**src/rtl/numberle_judge.sv**
```systemverilog
// rtl/numberle_judge.sv - sequential judge for a digit-code guessing game
// Scores one digit per cycle: an exact pass, then a present pass over unmatched secret digits.
module numberle_judge #(
   parameter int DIGITS    = 4,
   parameter int MAX_TRIES = 6
) (
   input  logic                  clock,
   input  logic                  resetn,
   input  logic                  new_game,
   input  logic [DIGITS*4-1:0]   secret,
   input  logic                  guess_valid,
   input  logic [DIGITS*4-1:0]   guess,
   output logic                  guess_ready,
   output logic [DIGITS-1:0]     exact,
   output logic [DIGITS-1:0]     present,
   output logic                  result_valid,
   output logic [3:0]            try_count,
   output logic [3:0]            message,
   output logic                  win,
   output logic                  lose
);

   localparam int             IW       = $clog2(DIGITS);
   localparam logic [IW-1:0]  LAST_IDX = IW'(DIGITS - 1);
   localparam logic [3:0]     MAX_T    = 4'(MAX_TRIES);

   typedef enum logic [2:0] {
      S_IDLE, S_READY, S_EXACT, S_PRESENT, S_REPORT, S_WIN, S_LOSE
   } state_t;

   state_t               state_q, state_d;
   logic [DIGITS*4-1:0]  secret_q, guess_q;
   logic [DIGITS-1:0]    exact_q, present_q, used_q;
   logic [IW-1:0]        idx_q;
   logic [3:0]           try_q;

   logic [3:0]           g_dig, s_dig;
   logic [DIGITS-1:0]    idx_oh, claim;
   logic                 found, exact_hit, present_hit, idx_last;
   logic [3:0]           try_next;

   // Digit under evaluation and the lowest still-unclaimed secret position holding it.
   always_comb begin
      g_dig  = '0;
      s_dig  = '0;
      idx_oh = '0;
      claim  = '0;
      found  = 1'b0;
      for (int i = 0; i < DIGITS; i++) begin
         if (idx_q == IW'(i)) begin
            g_dig     = guess_q[4*i +: 4];
            s_dig     = secret_q[4*i +: 4];
            idx_oh[i] = 1'b1;
         end
      end
      for (int j = 0; j < DIGITS; j++) begin
         if (!found && !used_q[j] && (secret_q[4*j +: 4] == g_dig)) begin
            claim[j] = 1'b1;
            found    = 1'b1;
         end
      end
      exact_hit   = (g_dig == s_dig);
      present_hit = found && ((exact_q & idx_oh) == '0);
      idx_last    = (idx_q == LAST_IDX);
      try_next    = (try_q == MAX_T) ? try_q : try_q + 4'd1;
   end

   always_ff @(posedge clock or negedge resetn) begin
      if (!resetn) begin
         state_q <= S_IDLE;
      end else begin
         state_q <= state_d;
      end
   end

   always_comb begin
      state_d = state_q;
      unique case (state_q)
         S_IDLE:    state_d = S_IDLE;
         S_READY:   if (guess_valid) state_d = S_EXACT;
         S_EXACT:   if (idx_last) state_d = S_PRESENT;
         S_PRESENT: if (idx_last) state_d = S_REPORT;
         S_REPORT: begin
            if (&exact_q)            state_d = S_WIN;
            else if (try_q == MAX_T) state_d = S_LOSE;
            else                     state_d = S_READY;
         end
         S_WIN:     state_d = S_WIN;
         S_LOSE:    state_d = S_LOSE;
         default:   state_d = S_IDLE;
      endcase
      if (new_game) state_d = S_READY;
   end

   always_ff @(posedge clock or negedge resetn) begin
      if (!resetn) begin
         secret_q  <= '0;
         guess_q   <= '0;
         exact_q   <= '0;
         present_q <= '0;
         used_q    <= '0;
         idx_q     <= '0;
         try_q     <= '0;
      end else if (new_game) begin
         secret_q  <= secret;
         exact_q   <= '0;
         present_q <= '0;
         used_q    <= '0;
         idx_q     <= '0;
         try_q     <= '0;
      end else begin
         unique case (state_q)
            S_READY: begin
               if (guess_valid) begin
                  guess_q   <= guess;
                  exact_q   <= '0;
                  present_q <= '0;
                  used_q    <= '0;
                  idx_q     <= '0;
               end
            end
            S_EXACT: begin
               if (exact_hit) begin
                  exact_q <= exact_q | idx_oh;
                  used_q  <= used_q | idx_oh;
               end
               idx_q <= idx_last ? '0 : idx_q + IW'(1);
            end
            S_PRESENT: begin
               if (present_hit) begin
                  present_q <= present_q | idx_oh;
                  used_q    <= used_q | claim;
               end
               idx_q <= idx_last ? '0 : idx_q + IW'(1);
               // The count moves on the edge that enters REPORT.
               if (idx_last) try_q <= try_next;
            end
            default: ;
         endcase
      end
   end

   always_comb begin
      guess_ready  = 1'b0;
      result_valid = 1'b0;
      win          = 1'b0;
      lose         = 1'b0;
      message      = try_q;
      unique case (state_q)
         S_IDLE:   message = 4'h0;
         S_READY:  guess_ready = 1'b1;
         S_REPORT: result_valid = 1'b1;
         S_WIN: begin
            win     = 1'b1;
            message = 4'hA;
         end
         S_LOSE: begin
            lose    = 1'b1;
            message = 4'hE;
         end
         default: ;
      endcase
   end

   assign exact     = exact_q;
   assign present   = present_q;
   assign try_count = try_q;

endmodule

```
**config.mk**
```make
export PLATFORM = sky130hd
export DESIGN_NAME = numberle_judge
export DESIGN_NICKNAME = d
export VERILOG_FILES = /design/src/rtl/numberle_judge.sv
export SDC_FILE = /design/constraint.sdc
export NUM_CORES = 1
export LEC_CHECK = 0
export CAP_MARGIN = 25
export CORE_MARGIN = 8
export CORE_UTILIZATION = 29
export CTS_BUF_LIST = sky130_fd_sc_hd__clkbuf_16
export CTS_CLUSTER_DIAMETER = 30
export DETAILED_ROUTE_END_ITERATION = 8
export PLACE_DENSITY = 0.5
export SLEW_MARGIN = 5
export SYNTH_ARGS = -nofsm -noshare
export SYNTH_HDL_FRONTEND = slang
export SYNTH_SLANG_ARGS = --single-unit
```
**constraint.sdc**
```tcl
create_clock -name clock -period 2.65 [get_ports clock]
set_input_delay 0.265 -clock clock [delete_from_list [all_inputs] [get_ports clock]]
set_output_delay 0.265 -clock clock [all_outputs]
set_load 0.02 [all_outputs]
```
==> flow_summary_export.csv, run 1 <==
group,metric,value,unit
detailed_routing,final_antenna_net_count,0,
worst_hold_path,hold_path.class,"input port to asynchronous set/reset pin",
placed_design,io_buffers,55,
global_route,grt_overflow,0,
synthesis,synth_xor_area_frac,0.05752,
sta,setup_viol,0,
placed_design,globalplace.congestion,0.7857,
final_layout,layout_common_cells,"clkdlybuf4s50_1, dfrtp_1, nor2_1, mux2_2, a21oi_1",
sta,setup-tns-final,0,ns
power_and_ir_drop,power.total,0.004022,W
setup_path,crit_type,"flip-flop to flip-flop",
synthesis,synth-edff-count,0,
global_route,grt_pass1_wl,12.78,mm
floorplanning,num_rows,37,
setup_path,worst_path_max_delay_cell,"or4_4",
synthesis,synth_nets,333,
setup_path,end_kind,"flip-flop",
power_and_ir_drop,power.switching,0.001543,W
sta,worst_slew_pin_slew,0.4642,ns
synthesis,async_flop_share,1.000,
synthesis,yosys.area_share.adder,0.02465,
sta,fin_crit_sh,0.9948,
clock_tree,clockBufferDepth,2,
synthesis,synth_top_family_by_area,"simple AND/OR/NAND/NOR gates",
floorplanning,start_util,0.2963,
sta,relSlewSlack,0.6905,
clock_tree,cts_made_buffers,5,
final_layout,final_common_cell,"clkdlybuf4s50_1",
power_and_ir_drop,p_int,0.002480,W
floorplanning,die_height,118.5,um
final_layout,nets,402,
detailed_routing,wl,7.601,mm
status,status,"finished, final reports clean",
synthesis,syn-cell-area,3045,um2
synthesis,yosys_warnings,0,
clock_tree,clk_pin_slew,0.07,ns
floorplanning,core-area,10280,um2
setup_path,critPathMaxStageDelay,0.59,ns
floorplanning,fp.dieW,118.5,um
detailed_routing,vias,2367,
detailed_routing,dr.pass1.iters,4,
power_and_ir_drop,p_sw_frac,0.3835,
clock_tree,cts_sinks,53,
sta,rsz0062_at_grt,"true",
clock_tree,root_buffer,"clkbuf_16",
detailed_routing,met3_length,341,um
detailed_routing,dr_wl_met2,3.634,mm
sta,hold_viol_final,0,
detailed_routing,drt-met1-wl,3.576,mm
power_and_ir_drop,pwr-share-seq,0.310,
detailed_routing,viasPerCell,4.763,
global_route,antenna_found_initial,0,
synthesis,synthFlopType,"dfrtp_1",
final_layout,drive_gt1_frac,0.2465,
setup_path,start_kind,"flip-flop",
job,max_cap_violations,0,
sta,slew_violations,0,
synthesis,synth-seq-cells,53,
sta,fmax,379.3,MHz
setup_path,crit_arrival,2.83,ns
sta,finClkSkew,0.005770,ns
power_and_ir_drop,p_leak,1.635,nW
synthesis,yosysUniqueCellTypes,51,
final_layout,fill_cells,1023,
final_layout,area_growth,35.70,%
floorplanning,io_pins,56,
power_and_ir_drop,clockPowerShare,0.188,
clock_tree,htreeDepth,2,
synthesis,synth-compound-area-share,0.1495,
clock_tree,cts_tree,"yes",
global_route,gr-usage-all-layers,0.1099,
global_route,grt_max_degree,54,
floorplanning,die_area,14040,um2
setup_path,crit_fanout,5,
power_and_ir_drop,p_per_area,973.3,nW/um2
setup_path,rr_worst_depth,9,
detailed_routing,post_drt_wl_per_cell,15.29,um
power_and_ir_drop,peakVddDrop,0.3836,mV
detailed_routing,highest_layer,"met4",
setup_path,crit_required,2.85,ns
synthesis,syn_inst,291,
clock_tree,clock_latency,0.29,ns
sta,fin_crit,2.636,ns
setup_path,regToRegSetupSlack,0.01,ns
detailed_routing,drtIter0Drc,77,
global_route,grt_pass1_vias,2565,
synthesis,synthSimpleGateAreaFrac,0.1639,
synthesis,ys_seq_area_frac,0.4355,
final_layout,diodes,0,
placed_design,dp_hpwl,5.841,mm
synthesis,synth_mux_area_frac,0.1315,
detailed_routing,drc,0,
synthesis,syn_avg_cell_area,10.47,um2
setup_path,path_cells,"inv_4 > ha_4 > or3b_1 > o21ai_2 > a31oi_4 > xor2_1 > or4_4 > nand4b_1 > a221oi_2",
power_and_ir_drop,comb_power_share,0.502,
==> sequential cells by signal (all words and copies together) (netlist names) <==
register	cells
guess_q	16
secret_q	16
exact	4
present	4
try_count	4
used_q	4
state_q	3
idx_q	2
==> timing repair <==
| item | in CTS | in global routing |
|---|---|---|
| resized for setup | 16 | 2 |
| buffers inserted | 1 | 5 |
| setup endpoints to repair | 8 | 8 |
| pin swaps | 5 | 13 |
| hold buffers | 1 | 0 |
| hold endpoints to repair | 53 | 0 |
==> critical path, delay by kind of cell (launching register included) <==
kind	cells	cell delay, ns
and+or+nand+nor	3	1.18
DFF	1	0.47
AOI/OAI and AO/OA	3	0.42
xor gates and xnor gates	1	0.19
adders and majority gates	1	0.16
buffers and inverters	1	0.11
==> kinds of logic (layout without fill, tap and decap cells) <==
kind of cell | after synthesis | after routing
and+or+nand+nor | 91 | 91
AOI/OAI and AO/OA | 61 | 61
DFF | 53 | 53
muxes | 36 | 36
buffers and inverters | 24 | 94
xor gates and xnor gates | 20 | 20
adders and majority gates | 6 | 6
==> power groups by stage <==
stage | sequential [W] | clock (W) | combinational [W]
3_5_place_dp | 0.00125 | 0 | 0.00183
2_1_floorplan | 0.00115 | 0 | 0.00141
6_report | 0.00125 | 0.000755 | 0.00202
4_1_cts | 0.00125 | 0.000785 | 0.00193
3_3_place_gp | 0.00124 | 0 | 0.00183
5_1_grt | 0.00129 | 0.000815 | 0.00219
==> per-layer routing <==
layer  global-route usage  vias up
li1                     -     1176
met1               0.1424     1126
met2               0.1808       61
met3              0.02903        4
met4              0.02213        0
met5                    0        -
==> worst paths after layout <==
check                           start          end
min in group clock         present[0]   present[0]
max in group asynchronous      resetn     idx_q[1]
setup / recovery             idx_q[0]    used_q[2]
hold / removal                 resetn  guess_q[11]
hold reg to reg            present[0]   present[0]
setup reg to reg             idx_q[0]    used_q[2]
==> stage by stage <==
step	area, um2	hold WS (ns)	instances	setup slack (ns)	util
global route	4133	0.5303	497	-0.05710	0.4021
floorplan	3052	-0.03059	291	0.06172	-
finish	4133	0.4855	497	0.01378	0.4021
CTS	4078	0.4962	492	0.008211	0.3968
detailed placement	3809	0.2846	482	-0.07589	0.3706
global placement	3809	0.2856	482	-0.04009	0.3706
==> cells in the mapped netlist, types with 4 or more instances <==
cell | n | area share
mux2i_1 | 4 | 0.013
mux2_2 | 32 | 0.12
or4_4 | 4 | 0.015
dfrtp_1 | 53 | 0.44
nor2_1 | 32 | 0.039
xor2_1 | 16 | 0.046
xnor2_1 | 4 | 0.012
ha_1 | 6 | 0.025
a21oi_1 | 27 | 0.044
o22ai_1 | 4 | 0.0082
nand2_1 | 22 | 0.027
o21ai_0 | 7 | 0.012
clkbuf_1 | 8 | 0.0099
inv_1 | 9 | 0.011
nand3b_1 | 8 | 0.020
nor3_1 | 4 | 0.0066
nor2b_1 | 6 | 0.012
==> cell type report <==
class	instances	area [um2]	share of cell area
Timing Repair Buffer	76	718.2	0.1738
Clock inverter	3	47.55	0.01150
Multi-Input combinational cell	214	1703	0.4120
Sequential cell	53	1329	0.3215
Inverter	10	40.04	0.009688
Tap cell	136	170.2	0.04117
Clock buffer	5	125.1	0.03028
Note: power is estimated with default switching activity, not from simulation.
==> run 2, diff against run 1 <==
==> constraint.sdc (replaced) <==
create_clock -name clock -period 2.65 [get_ports clock]
set_input_delay 0.265 -clock clock [delete_from_list [all_inputs] [get_ports clock]]
set_output_delay 0.265 -clock clock [all_outputs]
set_load 0.05 [all_outputs]
==> run 2 against run 1 <==
The run now ends with negative hold slack left. Non-clock buffer count grew 5. Hold slack lost 0.50 ns. Sequential power is essentially flat. Die area is the same. Utilization grew 0.11 points. Maximum frequency grew 0.26%. Final cell count grew 1.0%. Via count grew 0.30%. Wire length grew 0.46%. Register-to-register slack is essentially flat. Clock-buffer cell count is the same. Sequential cell count is the same. Critical endpoint is now used_q[3]. Largest power group unchanged.
==> flow_summary_export.csv, run 2 (same netlist as run 1, synthesis figures left out) <==
group,metric,value,unit
clock_tree,cts_sinks,53,
final_layout,area_growth,36.07,%
global_route,grt_pass1_vias,2507,
setup_path,crit_required,2.85,ns
power_and_ir_drop,peakVddDrop,0.3460,mV
setup_path,path_cells,"inv_4 > ha_4 > or3b_1 > o21ai_2 > a31oi_4 > xor2_1 > or4_4 > nand4_4 > o32ai_4 > a221oi_2",
clock_tree,htreeDepth,2,
global_route,grt_overflow,0,
floorplanning,die_height,118.5,um
worst_hold_path,hold_path.class,"input port to asynchronous set/reset pin",
final_layout,nets,407,
setup_path,start_kind,"flip-flop",
clock_tree,root_buffer,"clkbuf_16",
detailed_routing,drc,0,
sta,whs,-0.01089,ns
status,violations,"negative hold slack",
floorplanning,fp.dieW,118.5,um
setup_path,crit_fanout,5,
floorplanning,start_util,0.2963,
placed_design,globalplace.congestion,0.8275,
setup_path,end_kind,"flip-flop",
clock_tree,cts_made_buffers,5,
detailed_routing,viasPerCell,4.729,
setup_path,crit_type,"flip-flop to flip-flop",
clock_tree,clock_latency,0.29,ns
sta,worst_slew_pin_slew,0.6438,ns
final_layout,drive_gt1_frac,0.2623,
sta,relSlewSlack,0.5708,
placed_design,dp_hpwl,5.944,mm
status,status,"complete, but fails checks",
setup_path,critPathMaxStageDelay,0.58,ns
floorplanning,die_area,14040,um2
sta,slew_violations,0,
sta,setup-tns-final,0,ns
final_layout,largestRegisters,"guess_q (16), secret_q (16)",
clock_tree,cts_tree,"yes",
sta,setup_viol,0,
sta,fin_crit_sh,0.9922,
final_layout,layout_common_cells,"clkdlybuf4s50_1, dfrtp_1, mux2_2",
global_route,antenna_found_initial,0,
sta,setup_ws,0.02054,ns
detailed_routing,wl,7.636,mm
sta,rsz0062_at_grt,"true",
power_and_ir_drop,p_leak,1.658,nW
final_layout,final_common_cell,"clkdlybuf4s50_1",
placed_design,place_ws,-0.01258,ns
global_route,grt_pass1_wl,12.51,mm
final_layout,diodes,0,
detailed_routing,vias,2374,
sta,fin_crit,2.629,ns
sta,hold_viol_final,6,
power_and_ir_drop,power.total,0.004097,W
floorplanning,num_rows,37,
detailed_routing,final_antenna_net_count,0,
global_route,grt_max_degree,30,
setup_path,crit_arrival,2.83,ns
detailed_routing,post_drt_wl_per_cell,15.21,um
floorplanning,io_pins,56,
global_route,gr-usage-all-layers,0.1088,
sta,finClkSkew,0.006928,ns
detailed_routing,drtIter0Drc,64,
clock_tree,cts_hold_buf,0,
floorplanning,core-area,10280,um2
power_and_ir_drop,p_per_area,988.6,nW/um2
setup_path,worst_path_max_delay_cell,"or4_4",
clock_tree,clockBufferDepth,2,
sta,fmax,380.3,MHz
detailed_routing,dr.pass1.iters,4,
placed_design,io_buffers,55,
job,max_cap_violations,0,
clock_tree,clk_pin_slew,0.07,ns
==> run 2: cell count changes in the layout (fill, tap and decap cells not counted), sizes merged <==
cell / previous run / this run
clkdlybuf4s50: 54 / 52
buf: 21 / 29
clkinv: 0 / 1
inv: 12 / 11
dlygate4sd3: 1 / 0
==> run 2: final cells by class <==
class | count | area, um2
clock buffer | 5 | 125.1
clock inverter | 3 | 37.54
inverter | 10 | 40.04
fill | 1028 | 6133
sequential | 53 | 1329
timing repair buffer | 81 | 748.2
multi-input combinational | 214 | 1694
tap | 136 | 170.2
==> run 2: repair_timing <==
action                                  4_1_cts  5_1_grt
endpoints found under the hold margin         0        0
buffers inserted                              2        5
endpoints found under the setup margin        2        7
pin swaps                                     2       14
gates resized for setup                       6       11
cloned                                        0        0
==> run 2: final timing paths <==
path | from | end | slack, ns | depth (start not counted)
worst max-delay path | idx_q[0] | used_q[3] | 0.02 | 10
min in group clock | present[0] | present[0] | 0.50 | 2
max in group asynchronous | resetn | secret_q[5] | 2.09 | 2
worst min-delay path | resetn | guess_q[9] | -0.01 | 1
worst max register to register | idx_q[0] | used_q[3] | 0.02 | 10
worst min register to register | present[0] | present[0] | 0.50 | 2
==> run 2: worst max-delay path, delay by kind of cell, from the launching register on <==
family / cells / cell delay [ns]
fa+ha+maj: 1 / 0.15
simple gates: 3 / 1.04
buf+inv: 1 / 0.10
xor+xnor: 1 / 0.19
compound gates: 4 / 0.58
flops: 1 / 0.47
==> run 2: power breakdown <==
group	switching, W	internal [W]
logic	0.00112	0.00102
clock network	0.000279	0.000439
registers	0.000221	0.00102
==> run 2: stage by stage <==
stage                 util  instances  instance area [um2]
floorplan                -        291                 3054
global placement    0.3740        487                 3844
detailed placement  0.3740        487                 3844
CTS                 0.3931        497                 4040
global route        0.4032        502                 4144
finish              0.4032        502                 4144
==> run 2: per-layer routing <==
layer / global-route usage / vias up / part of all wire
li1: - / 1180 / -
met4: 0.03004 / 0 / 0.012
met1: 0.1415 / 1131 / 0.47
met5: 0 / - / 0
met3: 0.03094 / 9 / 0.055
met2: 0.1730 / 54 / 0.46
==> run 3, diff against run 2 <==
--- a/config.mk
+++ b/config.mk
@@ -5,6 +5,7 @@
 export SDC_FILE = /design/constraint.sdc
 export NUM_CORES = 1
 export LEC_CHECK = 0
+export ABC_AREA = 1
 export CAP_MARGIN = 25
 export CORE_MARGIN = 8
 export CORE_UTILIZATION = 29
==> run 3 against run 2 <==
The run still ends with negative hold slack left. Power increased by 6.3%. Largest power group unchanged. Combinational power up 17%. Via count is 26% higher. Design area is 0.36% higher. Synthesized area grew 7.0%. Hold slack gained 0.0033 ns. Maximum frequency increased by 6.7%. Setup slack gained 0.17 ns. Clock-buffer cell count unchanged. Sequential cell count stayed put.
==> flow_summary_export.csv, run 3 <==
group,metric,value,unit
synthesis,syn-cell-area,3258,um2
setup_path,crit_fanout,5,
sta,fin_crit,2.464,ns
synthesis,async_flop_share,1.000,
floorplanning,num_rows,38,
setup_path,end_kind,"output pin",
final_layout,area_growth,27.65,%
synthesis,synth_nets,477,
final_layout,layout_common_cells,"nand2_1, inv_1, dfrtp_1",
detailed_routing,dr.pass1.iters,4,
synthesis,netlist.top_cell.by_area,"dfrtp_1",
setup_path,cp_top_family,"buffers and inverters",
clock_tree,clk_pin_slew,0.08,ns
sta,whs,-0.007564,ns
setup_path,crit_required,2.38,ns
global_route,gr-usage-all-layers,0.1359,
floorplanning,die_area,14880,um2
synthesis,yosysUniqueCellTypes,33,
final_layout,largestRegisters,"guess_q (16), secret_q (16)",
final_layout,final_common_cell,"nand2_1",
sta,worst_slew_pin_slew,0.6791,ns
setup_path,worst_path_max_delay_cell,"clkdlybuf4s50_1",
sta,hold_viol_final,8,
detailed_routing,drc,0,
floorplanning,fp.dieW,122.0,um
power_and_ir_drop,p_leak,2.021,nW
clock_tree,cts_tree,"yes",
final_layout,nets,538,
global_route,grt_pass1_vias,3175,
placed_design,io_buffers,55,
clock_tree,root_buffer,"clkbuf_16",
global_route,grt_pass1_wl,16.22,mm
sta,fmax,405.8,MHz
floorplanning,die_height,122.0,um
job,max_cap_violations,0,
sta,setup_viol,0,
setup_path,path_cells,"inv_1 > nor2_1 > inv_1 > nand2_1 > inv_1 > nand2_1 > nor2_1 > clkdlybuf4s50_1",
setup_path,start_kind,"flip-flop",
synthesis,synth_area_leaders,"dfrtp_1, nand2_1, inv_1, a21oi_1, nand3_1",
synthesis,ys_seq_area_frac,0.4071,
final_layout,drive_gt1_frac,0.1227,
synthesis,syn_avg_cell_area,7.490,um2
detailed_routing,drtIter0Drc,146,
clock_tree,cts_made_buffers,5,
setup_path,crit_arrival,2.20,ns
status,status,"complete, but fails checks",
floorplanning,start_util,0.2992,
final_layout,diodes,0,
synthesis,synth_most_common_cell,"nand2_1",
clock_tree,htreeDepth,2,
status,violations,"negative hold slack",
worst_hold_path,hold_path.class,"input port to asynchronous set/reset pin",
clock_tree,clockBufferDepth,2,
global_route,grt_max_degree,29,
setup_path,crit_top_cell,"inv_1",
placed_design,globalplace.congestion,0.8805,
sta,slew_violations,0,
clock_tree,cts_hold_buf,0,
synthesis,syn_inst,435,
power_and_ir_drop,peakVddDrop,0.4649,mV
setup_path,crit_buf_inv,4,
global_route,antenna_found_initial,0,
synthesis,synth-seq-cells,53,
sta,rsz0062_at_grt,"false",
clock_tree,clock_latency,0.30,ns
detailed_routing,vias,2988,
floorplanning,io_pins,56,
detailed_routing,final_antenna_net_count,0,
synthesis,yosys_warnings,0,
floorplanning,core-area,10890,um2
placed_design,dp_hpwl,7.483,mm
global_route,grt_overflow,0,
synthesis,synthFlopType,"dfrtp_1",
detailed_routing,wl,9.749,mm
synthesis,yosysTopAreaCellShare,0.4071,
detailed_routing,post_drt_wl_per_cell,15.30,um
detailed_routing,viasPerCell,4.691,
synthesis,synth_common_cells,"nand2_1, inv_1, dfrtp_1",
sta,relSlewSlack,0.5473,
clock_tree,cts_sinks,53,
setup_path,critPathMaxStageDelay,0.81,ns
final_layout,fill_cells,1165,
placed_design,post_dp_cell_area,3990,um2
synthesis,synth-edff-count,0,
sta,finClkSkew,0.01123,ns
power_and_ir_drop,p_per_area,1047,nW/um2
setup_path,crit_type,"flip-flop to output pin",
sta,setup-tns-final,0,ns
final_layout,finalInstanceArea,4159,um2
sta,fin_crit_sh,0.9299,
run 3: kinds of logic after synthesis:
| family | Yosys count | synth area share |
|---|---|---|
| compound gates | 78 | 0.1267 |
| xor+xnor | 6 | 0.01613 |
| fa+ha+maj | 6 | 0.02304 |
| buf+inv | 73 | 0.09485 |
| flops | 53 | 0.4071 |
| mux | 8 | 0.02765 |
| simple gates | 211 | 0.3045 |
run 3: worst reg2reg max path, delay by kind of cell (launching register included):
kind | cells | cell delay, ns
buf+inv | 2 | 0.26
simple gates | 14 | 1.31
flops | 1 | 0.42
fa+ha+maj | 1 | 0.27
run 3: path summary, 6_finish.rpt:
path                                      to  cells past startpoint        from  slack (ns)
max in group asynchronous       secret_q[10]                      2      resetn        2.06
worst max register to register     used_q[3]                     17    idx_q[1]        0.25
worst max-delay path              message[0]                      8  state_q[0]        0.19
min in group clock                 used_q[1]                      2   used_q[1]        0.48
worst min-delay path              guess_q[3]                      1      resetn      -0.008
worst min register to register     used_q[1]                      2   used_q[1]        0.48
run 3: through the flow:
step	util	power (W)	std cells	setup WS [ns]	hold slack, ns
after CTS	0.3804	0.004385	637	0.1027	0.02031
after global routing	0.3820	0.004740	637	0.0009861	0.04592
after global placement	0.3665	0.003671	629	0.1358	0.3413
final	0.3820	0.004353	637	0.1857	-0.007564
after detailed placement	0.3665	0.003665	629	0.1753	0.3438
after floorplan	-	0.002997	435	0.2128	-0.03059
run 3: repair_timing:
| action | in CTS | in global routing |
|---|---|---|
| setup endpoints to repair | 0 | 11 |
| setup buffers | 0 | 0 |
| endpoints found under the hold margin | 0 | 0 |
| gates resized for setup | 0 | 7 |
run 3: power by group:
part / internal [W] / switching, W
logic: 0.000868 / 0.00163
registers: 0.00101 / 0.000146
clock network: 0.000362 / 0.000330
total: 0.00224 / 0.00211
run 3: layout make-up:
cell class	count	area, um2	area share
Sequential cell	53	1326	0.3189
Tap cell	140	175.2	0.04212
Clock inverter	3	26.28	0.006318
Inverter	62	232.7	0.05596
Multi-Input combinational cell	309	1633	0.3926
Clock buffer	5	125.1	0.03008
Timing Repair Buffer	65	640.6	0.1540
run 3: routing by layer:
metal / wire (um) / global-route usage / up-vias
met1: 4766 / 0.1824 / 1407
met3: 516 / 0.03424 / 6
li1: - / - / 1514
met2: 4378 / 0.2146 / 61
met5: 0 / 0 / -
met4: 87 / 0.03084 / 0
